**src/rtl/al_pkg.sv**
```systemverilog
// Shared definitions for the auto-load path: the read-FSM state encoding,
// the PROM frame layout and the constants the sequencer also relies on.
package al_pkg;

  // Read FSM states, also used by the SPI shifter
  typedef enum logic [1:0] {
    RD_IDLE  = 2'd0,
    RD_SETUP = 2'd1,
    RD_SHIFT = 2'd2,
    RD_DONE  = 2'd3
  } rd_state_t;

  localparam int          AL_FRAME_BITS = 40;
  localparam int          AL_DATA_BITS  = 16;
  localparam logic [7:0]  AL_RD_CMD     = 8'h03;
  localparam logic [15:0] AL_HDR_MAGIC  = 16'hDCFB;
  localparam logic [5:0]  AL_LAST_ADDR  = 6'd33;

  // Read frame: opcode, byte address of the word, then 16 dummy bits
  // during which the PROM returns the data.
  function automatic logic [AL_FRAME_BITS-1:0] al_build_frame(
    input logic [7:0]  cmd,
    input logic [15:0] base,
    input logic [5:0]  addr
  );
    logic [15:0] byte_addr;
    byte_addr = base + {9'd0, addr, 1'b0};
    return {cmd, byte_addr, 16'h0000};
  endfunction

endpackage

```
**src/rtl/al_spi_shifter.sv**
```systemverilog
// SPI mode-0 master for one PROM read frame: chip-select setup, 40 clocked
// bits with SI changing on SCK falling and SO captured on SCK rising, and a
// one-cycle DONE state in which the captured word is presented.
module al_spi_shifter
  import al_pkg::*;
#(
  parameter int CLK_DIV = 2
) (
  input  logic                     clk,
  input  logic                     rst_n,
  input  logic                     start,
  input  logic [AL_FRAME_BITS-1:0] frame,
  input  logic                     so,
  output logic                     busy,
  output logic                     done,
  output logic                     finish,
  output logic                     cs_b,
  output logic                     sck,
  output logic                     si,
  output logic [AL_DATA_BITS-1:0]  word
);

  localparam int             DW        = $clog2(CLK_DIV) + 1;
  localparam logic [DW-1:0]  DIV_LAST  = DW'(CLK_DIV - 1);
  localparam logic [5:0]     BIT_LAST  = 6'(AL_FRAME_BITS - 1);
  // Index of the last command/address bit; data bits follow it
  localparam logic [5:0]     CAP_PREV  = 6'(AL_FRAME_BITS - AL_DATA_BITS - 1);

  rd_state_t                state_reg, state_next;
  logic [DW-1:0]            div_cnt_reg;
  logic [5:0]               bit_cnt_reg;
  logic                     sck_reg;
  logic [AL_FRAME_BITS-1:0] frame_reg;
  logic [AL_DATA_BITS-1:0]  cap_reg;
  logic [AL_DATA_BITS-1:0]  word_reg;
  logic                     div_end;

  assign div_end = (div_cnt_reg == DIV_LAST);
  // End of the low half of the final bit
  assign finish  = (state_reg == RD_SHIFT) && div_end && !sck_reg &&
                   (bit_cnt_reg == BIT_LAST);

  // State register
  always_ff @(posedge clk or negedge rst_n) begin
    if (!rst_n) state_reg <= RD_IDLE;
    else        state_reg <= state_next;
  end

  // Next-state logic
  always_comb begin
    state_next = state_reg;
    case (state_reg)
      RD_IDLE:  if (start)   state_next = RD_SETUP;
      RD_SETUP: if (div_end) state_next = RD_SHIFT;
      RD_SHIFT: if (finish)  state_next = RD_DONE;
      RD_DONE:               state_next = RD_IDLE;
      default:               state_next = RD_IDLE;
    endcase
  end

  // Divider, bit counter, SCK phase, frame shift and SO capture
  always_ff @(posedge clk or negedge rst_n) begin
    if (!rst_n) begin
      div_cnt_reg <= '0;
      bit_cnt_reg <= '0;
      sck_reg     <= 1'b0;
      frame_reg   <= '0;
      cap_reg     <= '0;
      word_reg    <= '0;
    end else begin
      case (state_reg)
        RD_IDLE: begin
          if (start) begin
            frame_reg   <= frame;
            div_cnt_reg <= '0;
            bit_cnt_reg <= '0;
            sck_reg     <= 1'b0;
          end
        end
        RD_SETUP: begin
          if (div_end) begin
            div_cnt_reg <= '0;
            sck_reg     <= 1'b1;
          end else begin
            div_cnt_reg <= div_cnt_reg + 1'b1;
          end
        end
        RD_SHIFT: begin
          if (!div_end) begin
            div_cnt_reg <= div_cnt_reg + 1'b1;
          end else begin
            div_cnt_reg <= '0;
            if (sck_reg) begin
              // Falling edge: present the next frame bit
              sck_reg   <= 1'b0;
              frame_reg <= {frame_reg[AL_FRAME_BITS-2:0], 1'b0};
            end else if (bit_cnt_reg == BIT_LAST) begin
              word_reg <= cap_reg;
            end else begin
              // Rising edge of the next bit; the PROM drives data bits
              // from the falling edge that ended the address field
              bit_cnt_reg <= bit_cnt_reg + 6'd1;
              sck_reg     <= 1'b1;
              if (bit_cnt_reg >= CAP_PREV)
                cap_reg <= {cap_reg[AL_DATA_BITS-2:0], so};
            end
          end
        end
        default: ;
      endcase
    end
  end

  // Outputs decoded from state and registered phase
  always_comb begin
    busy = (state_reg != RD_IDLE);
    done = (state_reg == RD_DONE);
    cs_b = !((state_reg == RD_SETUP) || (state_reg == RD_SHIFT));
    sck  = (state_reg == RD_SHIFT) && sck_reg;
    si   = ((state_reg == RD_SETUP) || (state_reg == RD_SHIFT)) ?
           frame_reg[AL_FRAME_BITS-1] : 1'b0;
  end

  assign word = word_reg;

endmodule

```
**src/rtl/al_prom_reader.sv**
```systemverilog
// Auto-load execution stage: owns the word address counter, runs one PROM
// word read per EXECUTE pulse, strobes the word into the constants bank and
// maintains the sticky AL_DONE / HDR_ERR flags the sequencer polls.
module al_prom_reader
  import al_pkg::*;
#(
  parameter int          CLK_DIV   = 2,
  parameter logic [5:0]  LAST_ADDR = AL_LAST_ADDR,
  parameter logic [15:0] BASE_ADDR = 16'h0000,
  parameter logic [15:0] HDR_MAGIC = AL_HDR_MAGIC,
  parameter logic [7:0]  RD_CMD    = AL_RD_CMD
) (
  input  logic        CLK,
  input  logic        RST_B,
  input  logic        RST_ADDR,
  input  logic        INC,
  input  logic        EXECUTE,
  input  logic        CLR_AL_DONE,
  output logic [5:0]  ADDR,
  output logic        BUSY,
  output logic        AL_DONE,
  output logic        HDR_ERR,
  output logic [15:0] DOUT,
  output logic [5:0]  WADDR,
  output logic        WE,
  output logic        PROM_CS_B,
  output logic        PROM_SCK,
  output logic        PROM_SI,
  input  logic        PROM_SO
);

  logic [5:0]  addr_reg;
  logic [5:0]  addr_lat_reg;
  logic [5:0]  waddr_reg;
  logic        al_done_reg;
  logic        hdr_err_reg;
  logic        busy;
  logic        done;
  logic        finish;
  logic        start;
  logic        hdr_set;
  logic        last_set;
  logic [15:0] word;

  // A read starts only from idle; EXECUTE during a read is dropped
  assign start    = EXECUTE && !busy;
  assign hdr_set  = done && (addr_lat_reg == 6'd0) && (word != HDR_MAGIC);
  assign last_set = done && (addr_lat_reg == LAST_ADDR);

  // Address counter: clear wins over increment, wraps modulo 64
  always_ff @(posedge CLK or negedge RST_B) begin
    if (!RST_B)        addr_reg <= '0;
    else if (RST_ADDR) addr_reg <= '0;
    else if (INC)      addr_reg <= addr_reg + 6'd1;
  end

  // Read address is frozen at start; WADDR follows it when DOUT updates
  always_ff @(posedge CLK or negedge RST_B) begin
    if (!RST_B) begin
      addr_lat_reg <= '0;
      waddr_reg    <= '0;
    end else begin
      if (start)  addr_lat_reg <= addr_reg;
      if (finish) waddr_reg    <= addr_lat_reg;
    end
  end

  // Sticky flags, set on leaving DONE; a set beats a same-cycle clear
  always_ff @(posedge CLK or negedge RST_B) begin
    if (!RST_B) begin
      al_done_reg <= 1'b0;
      hdr_err_reg <= 1'b0;
    end else begin
      if (hdr_set)          hdr_err_reg <= 1'b1;
      else if (CLR_AL_DONE) hdr_err_reg <= 1'b0;
      if (hdr_set || last_set) al_done_reg <= 1'b1;
      else if (CLR_AL_DONE)    al_done_reg <= 1'b0;
    end
  end

  al_spi_shifter #(
    .CLK_DIV (CLK_DIV)
  ) u_shifter (
    .clk    (CLK),
    .rst_n  (RST_B),
    .start  (start),
    .frame  (al_build_frame(RD_CMD, BASE_ADDR, addr_reg)),
    .so     (PROM_SO),
    .busy   (busy),
    .done   (done),
    .finish (finish),
    .cs_b   (PROM_CS_B),
    .sck    (PROM_SCK),
    .si     (PROM_SI),
    .word   (word)
  );

  assign ADDR    = addr_reg;
  assign BUSY    = busy;
  assign WE      = done;
  assign WADDR   = waddr_reg;
  assign DOUT    = word;
  assign AL_DONE = al_done_reg;
  assign HDR_ERR = hdr_err_reg;

endmodule

```
**config.mk**
```make
export PLATFORM = sky130hd
export DESIGN_NAME = al_prom_reader
export DESIGN_NICKNAME = d
export VERILOG_FILES = /design/src/rtl/al_pkg.sv /design/src/rtl/al_spi_shifter.sv /design/src/rtl/al_prom_reader.sv
export SDC_FILE = /design/constraint.sdc
export NUM_CORES = 1
export LEC_CHECK = 0
export BUFFER_PORTS_ARGS = -buffer_cell sky130_fd_sc_hd__buf_2
export CORE_ASPECT_RATIO = 1.75
export CORE_MARGIN = 2
export CORE_UTILIZATION = 59
export DETAILED_ROUTE_END_ITERATION = 7
export PLACE_DENSITY = 0.84
export SLEW_MARGIN = 15
export SYNTH_ARGS = -nofsm -noshare
export SYNTH_HDL_FRONTEND = slang
export SYNTH_SLANG_ARGS = --single-unit
export TNS_END_PERCENT = 20
```
**constraint.sdc**
```tcl
create_clock -name CLK -period 4.1 [get_ports CLK]
set_clock_uncertainty 0.2 [all_clocks]
set_input_delay 0.41 -clock CLK [delete_from_list [all_inputs] [get_ports CLK]]
set_output_delay 0.41 -clock CLK [all_outputs]
set_load 0.05 [all_outputs]
```
==> flow_summary.yaml, run 1 <==
status:
  status: "complete, no violations"
route:
  initialDrtViolationCount: 162
  finalWirelength_mm: 6.88
  post_drt_wl_per_cell_um: 16.9
  avgViaCountPerCell: 5.92
  drtAntennaViolNets: 0
  vias: 2405
  drt-pass1-iter-count: 5
  drc: 0
flow_run:
  drv_cap: 0
die:
  rows: 38
  ioPinCount: 42
  die-area_um2: 6980
  die_w_um: 64.0
  coreArea_um2: 6130
  die_height_um: 109
  initial_core_util_pct: 60.6
grt:
  grt_usage_pct: 22.5
  grt_max_degree: 87
  antenna_found_initial: 0
  overflow: 0
  grt_pass1_wl_mm: 11.8
  grt_pass1_vias: 2448
yosys:
  netlist_area_um2: 3720
  ys_types: 50
  syn-num-nets: 291
  synth_ff_type: "dfrtp_1"
  ys_ff_latch: 86
  synth.avg_cell_area_um2: 13.4
  synthArstFlopShare_pct: 100
  yosysSeqAreaShare_pct: 57.9
  synth-edff-count: 0
  synthCells: 278
  yosysWarnings: 0
placed_design:
  dp_cells: 390
  hpwl_mm: 4.67
  gp_congestion: 0.893
  portBuffers: 41
clock_network:
  cts_tree: "yes"
  cts.clk_slew.worst_paths_ps: 90
  cts_setup_buffers: 0
  root_buffer: "clkbuf_8"
  post_cts_resized: 0
  htreeDepth: 3
  cts.sinks: 86
  holdBufCountCts: 0
  insertion_delay_ps: 360
  cts_max_path_buffers: 2
  numCtsBuffers: 9
finish:
  largest_register_ffs: 23
  drive_above_1_share_pct: 33.7
  area_growth_pct: 12.2
  final_nets: 334
  instances_no_fill: 406
  fillers: 433
  antenna_cells: 0
pwr:
  powerDensity_nw_per_um2: 569
  p_leak_nw: 2.11
  ir_drop_uv: 501
setup_path:
  critPathMaxFanout: 26
  cp-end-kind: "register"
  reg2reg_slack_ps: 1420
  worstSetupPathType: "reg2reg"
  cp.required_ps: 4140
  arrival_ps: 2720
  setup.worst_path.start_class: "register"
timing:
  relSlewSlack_pct: 31.5
  rsz0062_at_grt: "no"
  hold_violations: 0
  slew_viol_final: 0
  max_freq_ghz: 0.373
  tightest_slew_ps: 1030
  finalSetupViolations: 0
  finalSetupTns_ps: 0
  fin_crit_ps: 2680
  fin_crit_sh_pct: 65.5
worst_hold_path:
  hold_path.class: "in2async"
## cell families (layout without fill, tap and decap cells)
family	Yosys count	in the layout	share of synthesized area, %
compound gates	50	50	10.8
xor+xnor	6	6	1.41
fa+ha+maj	6	6	2.02
buf+inv	21	69	3.46
flops	86	86	57.9
mux	53	53	15.9
simple gates	56	56	8.61
## final timing paths
kind,end,startpoint,cells past startpoint
worst max-delay path,u_shifter.frame_reg[36],u_shifter.state_reg[0],5
worst min-delay path,u_shifter.word[2],RST_B,1
worst max register to register,u_shifter.frame_reg[36],u_shifter.state_reg[0],5
worst min register to register,u_shifter.frame_reg[21],u_shifter.frame_reg[21],2
max in group asynchronous,u_shifter.bit_cnt_reg[5],RST_B,1
min in group CLK,HDR_ERR,CLR_AL_DONE,2
## cells in the mapped netlist, drive strengths merged (3+ instances only)
cell type | instances | share of area, %
and2 | 4 | 0.67
ha | 6 | 2.0
nand2b | 3 | 0.71
nor3 | 4 | 0.67
nand4 | 4 | 0.67
a21oi | 5 | 0.67
nor2 | 10 | 1.0
buf | 10 | 2.4
mux2 | 45 | 14
mux2i | 8 | 2.2
dfrtp | 86 | 58
inv | 11 | 1.1
xor2 | 4 | 0.94
nand3 | 3 | 0.40
a22o | 17 | 4.0
o21ai | 10 | 1.3
nand2 | 16 | 1.7
nor4 | 3 | 0.91
o221ai | 3 | 1.2
## cells in the final DEF (no fill, tap or decap), types with 2 or more instances in the layout
| cell | Yosys | layout |
|---|---|---|
| dfrtp_1 | 86 | 86 |
| mux2_2 | 42 | 42 |
| buf_2 | 4 | 40 |
| a22o_1 | 17 | 17 |
| nand2_1 | 15 | 15 |
| inv_1 | 11 | 11 |
| nor2_1 | 10 | 10 |
| clkbuf_8 | 0 | 10 |
| o21ai_0 | 9 | 9 |
| mux2i_1 | 8 | 8 |
| ha_1 | 6 | 6 |
| a21oi_1 | 5 | 5 |
| nand4_1 | 4 | 4 |
| xor2_1 | 4 | 4 |
| and2_1 | 3 | 3 |
| nor3_1 | 3 | 3 |
| nand3_1 | 3 | 3 |
| a2111o_1 | 2 | 2 |
| nand2b_1 | 2 | 2 |
| nor4_1 | 2 | 2 |
| nand4b_1 | 2 | 2 |
| o221ai_1 | 2 | 2 |
| a22oi_1 | 2 | 2 |
| mux2_1 | 2 | 2 |
| xnor2_1 | 2 | 2 |
| o22a_1 | 2 | 2 |
| bufinv_16 | 0 | 2 |
| inv_6 | 0 | 2 |
| buf_4 | 0 | 2 |
## layer usage
metal  up-vias  GRT usage (%)  wire [µm]
met5         -              0          0
met4         0           13.7        228
met3        16           4.02        221
met2        53           38.1       3660
met1      1239           26.4       2770
li1       1097              -          -
## worst max-delay path, stage by stage, from the launching register on
cell      delay (ps)
dfrtp_1          410
inv_1            110
ha_1             610
nor2_1           170
a2111o_1         720
a22o_1           340
## power by group
part	total [mW]	leakage, nW	switching (mW)	internal [mW]
Combinational	0.704	0.829	0.472	0.232
Clock	0.668	0.113	0.305	0.363
Sequential	1.01	1.17	0.0751	0.930
Total	2.38	2.11	0.853	1.52
## cell type report
cell class | instances | area, µm² | area share [%]
Inverter | 11 | 41.3 | 0.989
Clock buffer | 10 | 138 | 3.30
Tap cell | 80 | 100 | 2.40
Multi-Input combinational cell | 171 | 1440 | 34.5
Clock inverter | 6 | 90.1 | 2.16
Sequential cell | 86 | 2150 | 51.5
Timing Repair Buffer | 42 | 215 | 5.15
## through the flow
stage               utilization, %  setup slack (ps)  power [mW]  area, µm²  hold WS (ps)
global placement              64.4              1500        1.70       3950           262
global route                  68.1              1230        2.51       4180          81.6
floorplan                        -              1970        1.61       3720         -85.6
detailed placement            64.4              1430        1.73       3950           272
finish                        68.1              1420        2.38       4180          21.2
CTS                           68.1              1410        2.39       4180          55.1
(Power assumes the default switching activity.)
==> run 2, diff against run 1 <==
--- a/config.mk
+++ b/config.mk
@@ -8,9 +8,9 @@
 export BUFFER_PORTS_ARGS = -buffer_cell sky130_fd_sc_hd__buf_2
 export CORE_ASPECT_RATIO = 1.75
 export CORE_MARGIN = 2
-export CORE_UTILIZATION = 59
+export CORE_UTILIZATION = 52
 export DETAILED_ROUTE_END_ITERATION = 7
-export PLACE_DENSITY = 0.84
+export PLACE_DENSITY = 0.79
 export SLEW_MARGIN = 15
 export SYNTH_ARGS = -nofsm -noshare
 export SYNTH_HDL_FRONTEND = slang
==> constraint.sdc (replaced) <==
create_clock -name CLK -period 2.4 [get_ports CLK]
set_clock_uncertainty 0.2 [all_clocks]
set_input_delay 0.24 -clock CLK [delete_from_list [all_inputs] [get_ports CLK]]
set_output_delay 0.24 -clock CLK [all_outputs]
set_load 0.05 [all_outputs]
==> flow_summary.yaml, run 2 (synthesis gave the netlist of run 1 again) <==
finish:
  final_nets: 348
  antenna_cells: 0
  fillers: 527
  mostFrequentLayoutCells: "dfrtp_1, mux2_2, buf_2"
  instances_no_fill: 424
  regArea_um2: 2150
  multi_input_area_um2: 1440
  drive_above_1_share_pct: 34.7
  final_common_cell: "dfrtp_1"
  area_growth_pct: 18.5
  utilization_pct: 63.8
  largest_register_ffs: 23
grt:
  grt_pass1_wl_mm: 12.0
  grt_max_degree: 48
  antenna_found_initial: 0
  overflow: 0
  grt_pass1_vias: 2502
  grt_usage_pct: 20.7
placed_design:
  gp_congestion: 0.853
  dp_cells: 404
  hpwl_mm: 5.16
  portBuffers: 41
timing:
  rsz0062_at_grt: "no"
  finalSetupViolations: 0
  max_freq_ghz: 0.440
  slew_viol_final: 0
  fin_crit_ps: 2270
  finalSetupTns_ps: 0
  fin_crit_sh_pct: 94.6
  relSlewSlack_pct: 61.5
  hold_violations: 0
  tightest_slew_ps: 577
pwr:
  powerDensity_nw_per_um2: 1030
  netSwitchingPower_mw: 1.52
  p_leak_nw: 2.23
  sequentialPowerShare_pct: 38.0
  power_mw: 4.53
  internal_power_mw: 3.01
  clockPowerShare_pct: 32.3
  ir_drop_uv: 509
  comb_power_share_pct: 29.7
  netSwitchingFraction_pct: 33.6
route:
  finalWirelength_mm: 7.23
  post_drt_wl_per_cell_um: 17.1
  drt-pass1-iter-count: 4
  drc: 0
  initialDrtViolationCount: 84
  avgViaCountPerCell: 5.72
  vias: 2426
  drtAntennaViolNets: 0
setup_path:
  arrival_ps: 2300
  cp.required_ps: 2420
  worstSetupPathType: "reg2reg"
  critPathMaxFanout: 7
  max_stage_delay_ps: 440
  cp-end-kind: "register"
  setup.worst_path.start_class: "register"
  path_cells: "inv_1 -> ha_1 -> and2b_1 -> a211oi_2 -> nand3_1 -> a22o_1"
  slowest_stage: "a211oi_2"
clock_network:
  root_buffer: "clkbuf_16"
  htreeDepth: 3
  insertion_delay_ps: 330
  cts.clk_slew.worst_paths_ps: 60
  numCtsBuffers: 9
  cts.sinks: 86
  cts_tree: "yes"
  cts_max_path_buffers: 2
  cts_setup_buffers: 0
die:
  die_height_um: 116
  die_w_um: 67.9
  rows: 40
  initial_core_util_pct: 53.9
  ioPinCount: 42
  coreArea_um2: 6910
  die-area_um2: 7870
flow_run:
  drv_cap: 0
worst_hold_path:
  hold_path.class: "in2reg"
status:
  status: "complete, no violations"
[run 2: cell type report]
cell class / count / share of cell area (%)
clock buffer: 12 / 5.59
clock inverter: 4 / 1.59
tap: 84 / 2.38
timing repair buffer: 56 / 8.06
inverter: 11 / 0.936
multi-input combinational: 171 / 32.6
sequential: 86 / 48.8
[run 2: repair_timing]
action	4_1_cts	5_1_grt
endpoints found under the setup margin	0	0
gates resized for setup	0	0
endpoints found under the hold margin	53	0
hold buffers	4	0
[run 2: final timing paths]
| path | endpoint | start | slack [ps] | cells after the start |
|---|---|---|---|---|
| min in group asynchronous | u_shifter.word[13] | RST_B | 250 | 2 |
| worst min register to register | u_shifter.frame_reg[18] | u_shifter.frame_reg[18] | 290 | 2 |
| max in group asynchronous | u_shifter.frame_reg[38] | RST_B | 1110 | 3 |
| worst min-delay path | ADDR[0] | INC | 30 | 3 |
| worst max register to register | u_shifter.bit_cnt_reg[1] | u_shifter.state_reg[0] | 130 | 6 |
| worst max-delay path | u_shifter.bit_cnt_reg[1] | u_shifter.state_reg[0] | 130 | 6 |
[run 2: routing by layer]
metal,wire length (µm),share of wire [%],GRT usage [%],vias to the layer above
met3,259,3.6,5.15,12
met1,2990,41,24.5,1245
li1,-,-,-,1125
met2,3850,53,34.8,44
met4,138,1.9,9.33,0
met5,0,0,0,-
[run 2: power by group through the flow]
stage / logic [mW] / clock network [mW] / registers, mW
global route: 1.47 / 1.55 / 1.74
CTS: 1.35 / 1.49 / 1.72
detailed placement: 1.34 / 0 / 1.74
global placement: 1.31 / 0 / 1.74
floorplan: 0.988 / 0 / 1.77
finish: 1.34 / 1.46 / 1.72
[run 2: critical path, delay by kind of cell, from the launching register on]
family | cells | cell delay [ps]
AO/OA/AOI/OAI | 2 | 710
adder cells (fa/ha/maj) | 1 | 290
buffers and inverters | 1 | 90
flip-flops | 1 | 370
AND/OR/NAND/NOR | 2 | 500
[run 2: through the flow]
stage	hold WS [ps]	area (µm²)	setup slack, ps
CTS	24.4	4410	133
floorplan	-256	3720	270
finish	27.6	4410	129
global route	43.8	4410	47.5
global placement	70.5	4050	194
detailed placement	77.2	4050	154
==> run 3, diff against run 2 <==
--- a/config.mk
+++ b/config.mk
@@ -5,12 +5,13 @@
 export SDC_FILE = /design/constraint.sdc
 export NUM_CORES = 1
 export LEC_CHECK = 0
+export ABC_AREA = 1
 export BUFFER_PORTS_ARGS = -buffer_cell sky130_fd_sc_hd__buf_2
 export CORE_ASPECT_RATIO = 1.75
 export CORE_MARGIN = 2
-export CORE_UTILIZATION = 52
+export CORE_UTILIZATION = 53
 export DETAILED_ROUTE_END_ITERATION = 7
-export PLACE_DENSITY = 0.79
+export PLACE_DENSITY = 0.8
 export SLEW_MARGIN = 15
 export SYNTH_ARGS = -nofsm -noshare
 export SYNTH_HDL_FRONTEND = slang
==> flow_summary.yaml, run 3 <==
setup_path:
  worstSetupPathType: "reg2out"
  setup.worst_path.start_class: "register"
  cp-end-kind: "output port"
  arrival_ps: 1790
  cp.required_ps: 1960
  critPathMaxFanout: 15
placed_design:
  gp_congestion: 0.813
  hpwl_mm: 5.65
  portBuffers: 41
  dpl-instance-area_um2: 4190
grt:
  grt_pass1_wl_mm: 13.9
  grt_usage_pct: 21.2
  grt_util_met2_pct: 36.8
  grt-busiest-layer: "met2"
  use_met1_pct: 23.2
  overflow: 0
  use_met3_pct: 5.39
  grt_max_degree: 48
  grt_pass1_vias: 3173
  antenna_found_initial: 0
finish:
  drive_above_1_share_pct: 15.3
  finish.instance_area_um2: 4540
  antenna_cells: 0
  final_nets: 523
  mostFrequentLayoutCells: "nand2_1, dfrtp_1, buf_2"
  final_common_cell: "nand2_1"
  largest_register_ffs: 23
  area_growth_pct: 15.5
yosys:
  synth_ff_type: "dfrtp_1"
  synth_common_cells: "nand2_1, dfrtp_1, inv_1"
  synth.area.top_cells: "dfrtp_1, nand2_1, nand3_1"
  ys_types: 25
  ys_ff_latch: 86
  netlist_area_um2: 3940
  synth_area_leader_cell: "dfrtp_1"
  synthCells: 465
  yosys.cell_count.top_type: "nand2_1"
  yosysSeqAreaShare_pct: 54.7
  syn-num-nets: 478
  synthArstFlopShare_pct: 100
  yosysWarnings: 0
  synth.avg_cell_area_um2: 8.46
  synth-edff-count: 0
  netlist.area_leader.share_pct: 54.7
clock_network:
  post_cts_resized: 0
  root_buffer: "clkbuf_16"
  cts_max_path_buffers: 2
  insertion_delay_ps: 340
  cts.clk_slew.worst_paths_ps: 60
  cts_tree: "yes"
  cts.sinks: 86
  htreeDepth: 3
  numCtsBuffers: 9
pwr:
  powerDensity_nw_per_um2: 971
  ir_drop_uv: 725
  p_leak_nw: 2.52
route:
  finalWirelength_mm: 7.99
  drt-pass1-iter-count: 5
  initialDrtViolationCount: 306
  post_drt_wl_per_cell_um: 13.3
  drtAntennaViolNets: 0
  drc: 0
  vias: 3149
  avgViaCountPerCell: 5.24
die:
  die_w_um: 69.1
  coreArea_um2: 7180
  ioPinCount: 42
  rows: 41
  initial_core_util_pct: 54.8
  die-area_um2: 8160
  die_height_um: 118
timing:
  hold_violations: 0
  rsz0062_at_grt: "no"
  finalSetupTns_ps: 0
  relSlewSlack_pct: 59.2
  fin_crit_sh_pct: 92.9
  tightest_slew_ps: 612
  slew_viol_final: 0
  finalSetupViolations: 0
  max_freq_ghz: 0.449
  fin_crit_ps: 2230
status:
  status: "complete, no violations"
worst_hold_path:
  hold_path.class: "in2reg"
flow_run:
  drv_cap: 0
## run 3: area by class of cell
| class | instances | area (µm²) |
|---|---|---|
| Inverter | 37 | 141 |
| Clock inverter | 5 | 81.3 |
| Timing Repair Buffer | 50 | 298 |
| Multi-Input combinational cell | 326 | 1530 |
| Clock buffer | 11 | 233 |
| Sequential cell | 86 | 2150 |
| Fill cell | 588 | 2640 |
| Tap cell | 86 | 108 |
## run 3: worst max-delay path: stages, from the launching register on
cell,delay [ps]
dfrtp_1,410
inv_1,100
ha_1,210
buf_4,220
nand2_1,170
inv_1,90
buf_2,260
## run 3: per-stage QoR
stage / utilization [%] / total power [mW] / hold slack, ps / setup slack [ps] / cells
floorplan: - / 2.73 / -256 / 662 / 465
global placement: 58.3 / 2.92 / 88.9 / 494 / 581
detailed placement: 58.3 / 2.96 / 94.0 / 427 / 581
CTS: 63.3 / 4.44 / 6.87 / 172 / 601
global route: 63.3 / 4.67 / 31.0 / 77.4 / 601
finish: 63.3 / 4.41 / 24.0 / 171 / 601
## run 3: report_power, final
part | switching [mW] | internal (mW)
logic | 0.948 | 0.340
clock network | 0.554 | 0.914
registers | 0.0843 | 1.57
total | 1.59 | 2.83
## run 3: metal layers
layer  vias up  wire [µm]
met5         -          0
li1       1564          -
met2        78       4290
met4         0        271
met3        23        284
met1      1484       3140
## run 3: logic make-up (layout without fill, tap and decap cells)
family | Yosys count | after routing | synth area share [%]
AOI/OAI and AO/OA | 32 | 32 | 4.13
xor gates and xnor gates | 2 | 2 | 0.445
adders and majority gates | 6 | 6 | 1.91
buffers and inverters | 53 | 103 | 6.39
DFF | 86 | 86 | 54.7
and+or+nand+nor | 286 | 286 | 32.4
## run 3: worst paths after layout
path,startpoint,to,slack (ps),cells after the start
worst max-delay path,u_shifter.state_reg[0],PROM_SCK,170,6
worst min-delay path,RST_ADDR,ADDR[4],20,4
worst max register to register,u_shifter.state_reg[0],u_shifter.cap_reg[15],420,8
worst min register to register,u_shifter.frame_reg[37],u_shifter.frame_reg[37],270,2
max in group asynchronous,RST_B,u_shifter.frame_reg[34],1140,3
min in group asynchronous,RST_B,ADDR[1],250,2
## run 3: what timing repair did
action,in CTS,in global routing
endpoints found under the setup margin,0,0
hold buffers,4,0
setup buffers,0,0
hold endpoints to repair,50,0
